`src/rtl/metadata_packer.sv`:
```
// Snapshots per-channel image metadata on flush and streams it as one framed packet.
// Optional trailing CRC-32 word when METADATA_CRC_EN is defined.
module metadata_packer #(
    parameter int NCH = 2,
    parameter int FCW = 16
) (
    input  logic              c,
    input  logic              rst_n,
    input  logic              en,
    input  logic              flush,
    input  logic [NCH*32-1:0] sig,
    input  logic [NCH*32-1:0] corner_cnt,
    input  logic [NCH*32-1:0] roi_sum,
    input  logic [63:0]       t,
    input  logic              q_rdy,
    output logic [31:0]       q,
    output logic              qv,
    output logic              flush_complete,
    output logic              busy
);

    localparam int NPAY = 3 * NCH + 2;
    localparam int LAST = NPAY - 1;
`ifdef METADATA_CRC_EN
    localparam int NWORDS = NPAY + 2;
`else
    localparam int NWORDS = NPAY + 1;
`endif

    typedef enum logic [2:0] {
        S_IDLE = 3'd0,
        S_CALC = 3'd1,
        S_HDR  = 3'd2,
        S_EMIT = 3'd3,
`ifdef METADATA_CRC_EN
        S_CRC  = 3'd4,
`endif
        S_DONE = 3'd5
    } state_t;

    state_t               state;
    state_t               state_nx;
    logic [4:0]           idx;
    logic [4:0]           sel;
    logic [FCW-1:0]       fcnt;
    logic [NPAY-1:0][31:0] snap;
    logic [NPAY-1:0][31:0] snap_d;
    logic [31:0]          pay_word;
    logic [31:0]          hdr;
    logic                 acc;
    logic                 last;

`ifdef METADATA_CRC_EN
    logic [31:0] crc;
    logic [31:0] crc_nx;

    // Reflected CRC-32, word consumed LSB first.
    function automatic logic [31:0] crc_word(input logic [31:0] cin, input logic [31:0] d);
        logic [31:0] r;
        r = cin;
        for (int i = 0; i < 32; i++)
            r = (r >> 1) ^ ((r[0] ^ d[i]) ? 32'hEDB88320 : 32'h0);
        return r;
    endfunction

    assign crc_nx = crc_word(crc, q);
`endif

    assign acc  = qv && q_rdy;
    assign last = (idx == 5'(LAST));
    assign hdr  = {8'hA5, 8'(NWORDS), 16'(fcnt)};

    always_comb begin
        snap_d = '0;
        for (int k = 0; k < NCH; k++) begin
            snap_d[3*k]   = sig[32*k +: 32];
            snap_d[3*k+1] = corner_cnt[32*k +: 32];
            snap_d[3*k+2] = roi_sum[32*k +: 32];
        end
        snap_d[3*NCH]   = t[31:0];
        snap_d[3*NCH+1] = t[63:32];
    end

    always_comb begin
        sel      = (state == S_HDR) ? idx : idx + 5'd1;
        pay_word = '0;
        for (int i = 0; i < NPAY; i++)
            if (sel == 5'(i)) pay_word = snap[i];
    end

    always_ff @(posedge c or negedge rst_n) begin
        if (!rst_n) state <= S_IDLE;
        else        state <= state_nx;
    end

    always_comb begin
        state_nx = state;
        unique case (state)
            S_IDLE: if (en) state_nx = S_CALC;
            S_CALC: begin
                if (flush)    state_nx = S_HDR;
                else if (!en) state_nx = S_IDLE;
            end
            S_HDR:  if (acc) state_nx = S_EMIT;
`ifdef METADATA_CRC_EN
            S_EMIT: if (acc && last) state_nx = S_CRC;
            S_CRC:  if (acc) state_nx = S_DONE;
`else
            S_EMIT: if (acc && last) state_nx = S_DONE;
`endif
            S_DONE: state_nx = S_IDLE;
            default: state_nx = S_IDLE;
        endcase
    end

    always_comb begin
        qv = (state == S_HDR) || (state == S_EMIT);
`ifdef METADATA_CRC_EN
        qv = qv || (state == S_CRC);
`endif
        flush_complete = (state == S_DONE);
        busy           = qv || flush_complete;
    end

    always_ff @(posedge c or negedge rst_n) begin
        if (!rst_n) begin
            q    <= '0;
            idx  <= '0;
            fcnt <= '0;
            snap <= '0;
`ifdef METADATA_CRC_EN
            crc  <= 32'hFFFFFFFF;
`endif
        end else begin
            if (state == S_CALC && flush) begin
                snap <= snap_d;
                q    <= hdr;
                idx  <= '0;
`ifdef METADATA_CRC_EN
                crc  <= 32'hFFFFFFFF;
`endif
            end
            if (acc && state == S_HDR) begin
                q <= pay_word;
`ifdef METADATA_CRC_EN
                crc <= crc_nx;
`endif
            end
            if (acc && state == S_EMIT) begin
`ifdef METADATA_CRC_EN
                crc <= crc_nx;
                if (last) q <= ~crc_nx;
`endif
                if (!last) begin
                    q   <= pay_word;
                    idx <= idx + 5'd1;
                end
            end
            if (state == S_DONE) fcnt <= fcnt + 1'b1;
        end
    end

endmodule

```
`config.mk`:
```
export PLATFORM = sky130hd
export DESIGN_NAME = metadata_packer
export DESIGN_NICKNAME = d
export VERILOG_FILES = /design/src/rtl/metadata_packer.sv
export SDC_FILE = /design/constraint.sdc
export NUM_CORES = 1
export LEC_CHECK = 0
export ABC_AREA = 1
export CAP_MARGIN = 20
export CORE_MARGIN = 8
export CORE_UTILIZATION = 25
export CTS_CLUSTER_DIAMETER = 40
export DETAILED_ROUTE_END_ITERATION = 12
export PLACE_DENSITY = 0.47
export RECOVER_POWER = 25
export SLEW_MARGIN = 20
export SYNTH_ARGS = -nofsm -noshare
export SYNTH_HDL_FRONTEND = slang
export SYNTH_SLANG_ARGS = --single-unit
```
`constraint.sdc`:
```
create_clock -name c -period 2.4 [get_ports c]
set_input_delay 0.48 -clock c [delete_from_list [all_inputs] [get_ports c]]
set_output_delay 0.48 -clock c [all_outputs]
set_load 0.1 [all_outputs]
```
==> results.md, run 1 <==
* VDD IR max at roughly 0.00063 V
* Most frequent CP cell: buf_12
* Ant diodes at 0
* PortBufs at 295
* Area leader, netlist: dfrtp_1
* Post-synth ARST share at 100%
* Yosys synthesis warning count at 0
* Gr usage total at between 15 and 20%
* Setup TNS at 0 ns
* FP Rows at 88
* Inserted Clock Buffers at between 50 and 60
* Dpl cells at between 2000 and 3000
* Clk pin slew, worst setup/hold paths at 0.05 ns
* Post-route setup slack at roughly 0.065 ns
* Top cells by area, synth: dfrtp_1 (54%), nand2_1 (25%), nand3_1 (3.8%), inv_1 (2.8%), o21ai_0 (2.4%)
* Sequential area share after synthesis at a little over half
* CTS H-Tree Depth at 2
* Main synth FF type: dfrtp_1
* Top-area cell type share of the netlist area at 54.1%
* First-pass GRT wire length at about 86 mm
* Max-cap violations at 0
* Final HPWL DP at about 43 mm
* Die ar. at around 66000 µm²
* Largest net degree at the start of global routing at about 130
* Critical-path top delay cell: dfrtp_1
* Worst Tran Pin Value at 1.45 ns
* RSZ-0062 raised after global routing: yes
* EDFF count, synth at 0
* Critical-path cell list: inv_2 -> buf_12 -> nand3_2 -> nand3_1 -> nand2_2 -> buf_4 -> buf_4 -> nor3_4 -> buf_12 -> buf_12 -> nand2_1 -> nand4_1 -> nand2_1 -> a21oi_1
* Final-report setup violation count at 0
* Initial antenna violation count at 1
* Layout cells sized above 1 at 13.9%
* Io pins at around 300
* Count leader, synth: nand2_1
* Worst endpoint required time at ~2.9 ns
* Leakage at ~11 nW
* CP arrival at 2.86 ns
* Mapped Cells at ~1900
* Most frequent cells after synthesis: nand2_1 (964), dfrtp_1 (312), nand3_1 (110), inv_1 (106), nor2_1 (86)
* Clk_lat worst skew at 0.61 ns
* TritonCTS clock tree: yes
* Clock skew at roughly 0.026 ns
* Slowest stage delay, CP at 0.39 ns
* Vias in the first global route at roughly 14000
* Fin nets at 2532
* Routed WL at between 50 and 60 mm
* Crit share post-route at slightly below 100%
* Die height at around 260 µm
* Synth cell types at 29
* Post-Syn Area at 14400 µm²
* Overflow after GRT at 0
* GP Congestion at 0.861
* Pwr Density at roughly 1400 nW/µm²
* Total number of vias at about 14000
* Drt pass-1 iters at 5
* DRC Markers at 0
* Crit start category: flip-flop
* Status: finished, final reports clean
* Fin cells at between 3000 and 4000
* Min Hold Slack at 0.414 ns
* Total of fill cells in the finished design at 5884
* Fin. max-slew vios at 0
* CTS root buf: clkbuf_16
* Number of synthesized register bits at ~310
* Final hold vios at 0
* Horiz. Die Dim at approximately 260 µm
* Setup WS pre-CTS at -0.0598 ns
* Area of the core at 57400 µm²
* Post-DRT Antenna Nets at 0
* Clock tree buffer depth at 3
* Setup crit end kind: flip-flop
* Iter 0 DRT Violations at 918
* Synth Net Count at around 2200
* Wirelength per Cell at between 15 and 20 µm
* Peak Freq at around 430 MHz
* Initial Util at 25.2%
* Slew headroom at 3.35%
* Critical path class: reg -> reg
* Area Growth Syn to Fin at 49.4%
* Worst Hold Class: in -> reg
* Vias per cell at roughly 4.4
* Syn_area_per_cell at 7.62 µm²
* CP Max Fanout at 7
* Fin crit period at ~2.3 ns
* Sink Count at around 310
[state kept, by name, indices dropped and copies added, names as in the netlist]
| register | cells |
|---|---|
| state | 3 |
| snap | 256 |
| fcnt | 16 |
| q | 32 |
| idx | 5 |
[layer usage]
| layer | vias up | wire (µm) | GRT usage, % |
|---|---|---|---|
| met2 | 388 | 28500 | 29.1 |
| met1 | 6523 | 24600 | 20.9 |
| met3 | 84 | 2780 | 3.22 |
| met5 | - | 0 | 0 |
| li1 | 6684 | - | - |
| met4 | 0 | 1610 | 4.99 |
[final timing paths]
path                            slack, ns       from        end  cells past startpoint
worst max-delay path                 0.07   state[2]      q[21]                     14
worst min register to register       0.47  snap[226]  snap[226]                      2
worst max register to register       0.07   state[2]      q[21]                     14
max in group asynchronous            0.41      rst_n      q[23]                      3
worst min-delay path                 0.41      t[39]  snap[231]                      3
min in group asynchronous            0.75      rst_n       q[1]                      2
[stage by stage]
stage	instance area (µm²)	utilization (%)	total power, W
floorplan	14400	-	0.0158
global placement	18900	32.9	0.0212
detailed placement	18900	32.9	0.0213
CTS	21000	36.7	0.0302
global route	21600	37.6	0.0327
finish	21600	37.6	0.0307
[where the power goes]
part	leakage, nW	switching [W]	total [W]	internal, W
logic	5.76	0.00844	0.0130	0.00460
clock network	1.00	0.00303	0.00869	0.00565
registers	3.96	0.00144	0.00894	0.00750
total	10.7	0.0129	0.0307	0.0177
[area by class of cell]
type / instances / area [µm²] / share of cell area (%)
sequential: 312 / 7810 / 36.2
multi-input combinational: 1376 / 6050 / 28.1
timing repair buffer: 407 / 4200 / 19.5
clock buffer: 70 / 1560 / 7.22
tap: 765 / 957 / 4.44
clock inverter: 38 / 542 / 2.51
inverter: 113 / 448 / 2.08
timing repair inverter: 1 / 5.00 / 0.0232
[cells in the final DEF, fill, tap and decap left out, types with 8 or more instances in the layout]
cell	n
nor3_1	17
bufinv_16	9
xor2_1	15
dfrtp_1	309
nand2_1	954
nand2_2	9
nor2_1	80
a21oi_1	31
clkdlybuf4s50_1	259
buf_4	100
nand3_1	99
clkbuf_16	62
buf_12	30
o21ai_0	66
nor2_4	9
clkinv_4	8
inv_6	10
buf_6	8
inv_1	104
nand4_1	39
nand3_2	9
[cell families after synthesis]
| family | after synthesis | synth area share [%] |
|---|---|---|
| and+or+nand+nor | 1243 | 35.0 |
| buffers and inverters | 209 | 5.75 |
| AOI/OAI and AO/OA | 115 | 4.10 |
| DFF | 312 | 54.1 |
| xor gates and xnor gates | 15 | 0.910 |
| adders and majority gates | 2 | 0.173 |
[critical path: cells and delay by family (launching register included)]
kind                   cells  cell delay [ns]
flip-flops                 1             0.39
buffers and inverters      6             0.77
AND/OR/NAND/NOR            7             0.93
AO/OA/AOI/OAI              1             0.14
[what timing repair did]
item	in CTS	in global routing
hold buffers	1	0
pin swaps	4	27
hold endpoints to repair	38	0
cloned	0	6
setup endpoints to repair	8	33
gates resized for setup	7	73
buffers inserted	1	15
No activity file was read; power rests on OpenSTA's default activity.
==> inputs of run 2 (changes only) <==
Settings changed: CAP_MARGIN 20 to unset.
==> results of run 2 <==
Final layout, timing and power as in run 1 (identical DEF).
==> RTL edit: new RTL, config.mk and constraints of run 2 <==
Set the parameter `FCW` to 17 (it was 16).
--- a/src/rtl/metadata_packer.sv
+++ b/src/rtl/metadata_packer.sv
@@ -4,3 +4,3 @@
     parameter int NCH = 2,
-    parameter int FCW = 16
+    parameter int FCW = 17
 ) (
Function: no difference found for any inputs over 4 cycles, from zero or initial values and one cycle with rst_n low; that may be too few to reach the edited logic, so the function may still have changed.
==> RTL edit against run 2 <==
The flow now finishes with violations (max-capacitance violations, max-slew violations); non-clock buffer count fell by 46; hold slack improved by 26 ps; fmax rose by 1.0%; sequential cell count did not move; area after synthesis fell by 0.23%; first-iteration DRC count fell by 5.4%; power fell by 2.5%; critical path type unchanged; final area fell by 3.1%; worst setup slack improved by 24 ps; routed wire length fell by 1.1%; sequential power barely moved.
==> RTL edit: results (changes against run 2) <==
Top cells by area, synth: sky130_fd_sc_hd__dfrtp_1, sky130_fd_sc_hd__nand2_1, sky130_fd_sc_hd__nand3_1 (unchanged). The clock latency on the worst-skew pair came out at 580 ps (was 610 ps). The pin count of the biggest net entering global routing is 83 (was 134). The data arrival time of the critical path came to 2780 ps (was 2860 ps). The number of filler cells placed in the layout came out at 5891 (was 5884). The final-stage net count is 2481 (was 2532).

The routed wire length came to 56900 µm (was 57500 µm). The checks that failed: max-capacitance violations, max-slew violations. The internal power was 17.3 mW (was 17.7 mW).

The fraction of final layout cells sized beyond drive strength 1 is 0.116 (was 0.139). The detailed-route vias per instance is 4.42 (was 4.44). The biggest fanout along the worst timing path came out at 11 (was 7). The global router's overall resource usage came out at 0.168 (about the same). The final HPWL from detailed placement is 41800 µm (was 42800 µm). Post-synth top cells: sky130_fd_sc_hd__nand2_1, sky130_fd_sc_hd__dfrtp_1, sky130_fd_sc_hd__nand3_1, sky130_fd_sc_hd__inv_1, sky130_fd_sc_hd__nor2_1 (unchanged). The die outline width came out at 256 µm (about the same).

The iteration-0 DRC count of the detailed router came out at 868 (was 918). The slack of the worst reg-to-reg path is 90 ps (was 70 ps). Status: complete, but fails checks (was finished clean).

The top achievable clock speed came out at 0.433 GHz (was 0.428 GHz). The count of unique library cells instantiated by Yosys came out at 33 (was 29). The measured slew at the worst slew-check pin is 1610 ps (was 1450 ps). The CTS buffer count came to 66 (was 58). The via count of the first global-routing pass came to 14100 (was 14200). The initial antenna violation count came out at 8 (was 1). The worst-case vdd ir drop came out at 0.579 mV (was 0.627 mV). The final weighted congestion in routability-driven placement came out at 0.826 (was 0.861). The worst hold slack across all endpoints came to 440 ps (was 414 ps). The first-pass GRT wire length is 85400 µm (was 85700 µm). The proportion of register bits with asynchronous set or reset after synthesis came out at 1.00 (unchanged). The final number of max-transition violations came to 58 (was 0). The worst slack at placement came out at -99.0 ps (was -59.8 ps).

The cell area after placement came to 0.0185 mm² (was 0.0189 mm²). The part of the Yosys area used for sequential elements came out at 0.542 (was 0.541). The count of maximum capacitance violations came out at 1 (was 0). The final worst clock skew was 28.8 ps (was 26.2 ps). The leakage component of the power is 10.4 nW (was 10.7 nW).

The total nets after synthesis came out at 2153 (was 2159). The deepest level of the CTS H-tree came out at 3 (was 2).
==> RTL edit: path summary, 6_finish.rpt <==
path / to / cells past startpoint / start
worst max-delay path: q[23] / 14 / state[2]
worst min-delay path: snap[149] / 3 / corner_cnt[53]
worst max register to register: q[23] / 14 / state[2]
worst min register to register: snap[127] / 2 / snap[127]
max in group asynchronous: snap[204] / 3 / rst_n
min in group asynchronous: snap[8] / 2 / rst_n
==> RTL edit: timing repair <==
| action | in CTS | in global routing |
|---|---|---|
| hold buffers | 1 | 0 |
| setup buffers | 1 | 2 |
| hold endpoints to repair | 53 | 0 |
| pin swaps | 1 | 1 |
| gates cloned | 1 | 2 |
| endpoints found under the setup margin | 23 | 33 |
| gates resized for setup | 3 | 31 |
==> RTL edit: logic make-up (layout without fill, tap and decap cells) <==
| group | Yosys count | count (layout) | share of synthesized area |
|---|---|---|---|
| fa+ha+maj | 2 | 2 | 0.00174 |
| compound gates | 113 | 113 | 0.0405 |
| buf+inv | 208 | 585 | 0.0591 |
| flops | 312 | 312 | 0.542 |
| simple gates | 1241 | 1242 | 0.348 |
| other cells | 0 | 2 | 0 |
| xor+xnor | 14 | 14 | 0.00851 |
==> RTL edit: final cells by class <==
type | count | area share
flip-flops and latches | 312 | 0.373
clock inverters | 39 | 0.0202
diodes | 2 | 0.000239
clock buffers | 79 | 0.0857
well taps | 765 | 0.0458
repair buffers | 361 | 0.175
inverters | 106 | 0.0204
multi-input cells | 1371 | 0.279
==> RTL edit: power by group through the flow <==
stage | logic, mW | registers [mW] | clock network [mW]
floorplan | 6.10 | 9.77 | 0
global placement | 11.7 | 8.98 | 0
detailed placement | 11.9 | 8.98 | 0
CTS | 11.9 | 8.94 | 9.27
global route | 13.2 | 9.18 | 9.53
finish | 11.9 | 8.94 | 9.07
==> RTL edit: layer usage <==
metal / track usage / up-vias / wire length [µm]
met5: 0 / - / 41
met4: 0.0564 / 6 / 1890
met3: 0.0465 / 109 / 3360
met2: 0.294 / 348 / 28200
met1: 0.198 / 6391 / 23400
li1: - / 6566 / -
==> RTL edit: worst min-delay path: cells and delay by family <==
family | cells | cell delay, ps
simple gates | 2 | 110
buf+inv | 1 | 390
==> RTL edit: through the flow <==
step                std cells  TNS (ps)   util
finish                   3035         0  0.365
floorplan                1890         0      -
global placement         2908      -794  0.323
global route             3033     -28.8  0.364
CTS                      3029         0  0.362
detailed placement       2908     -1090  0.323
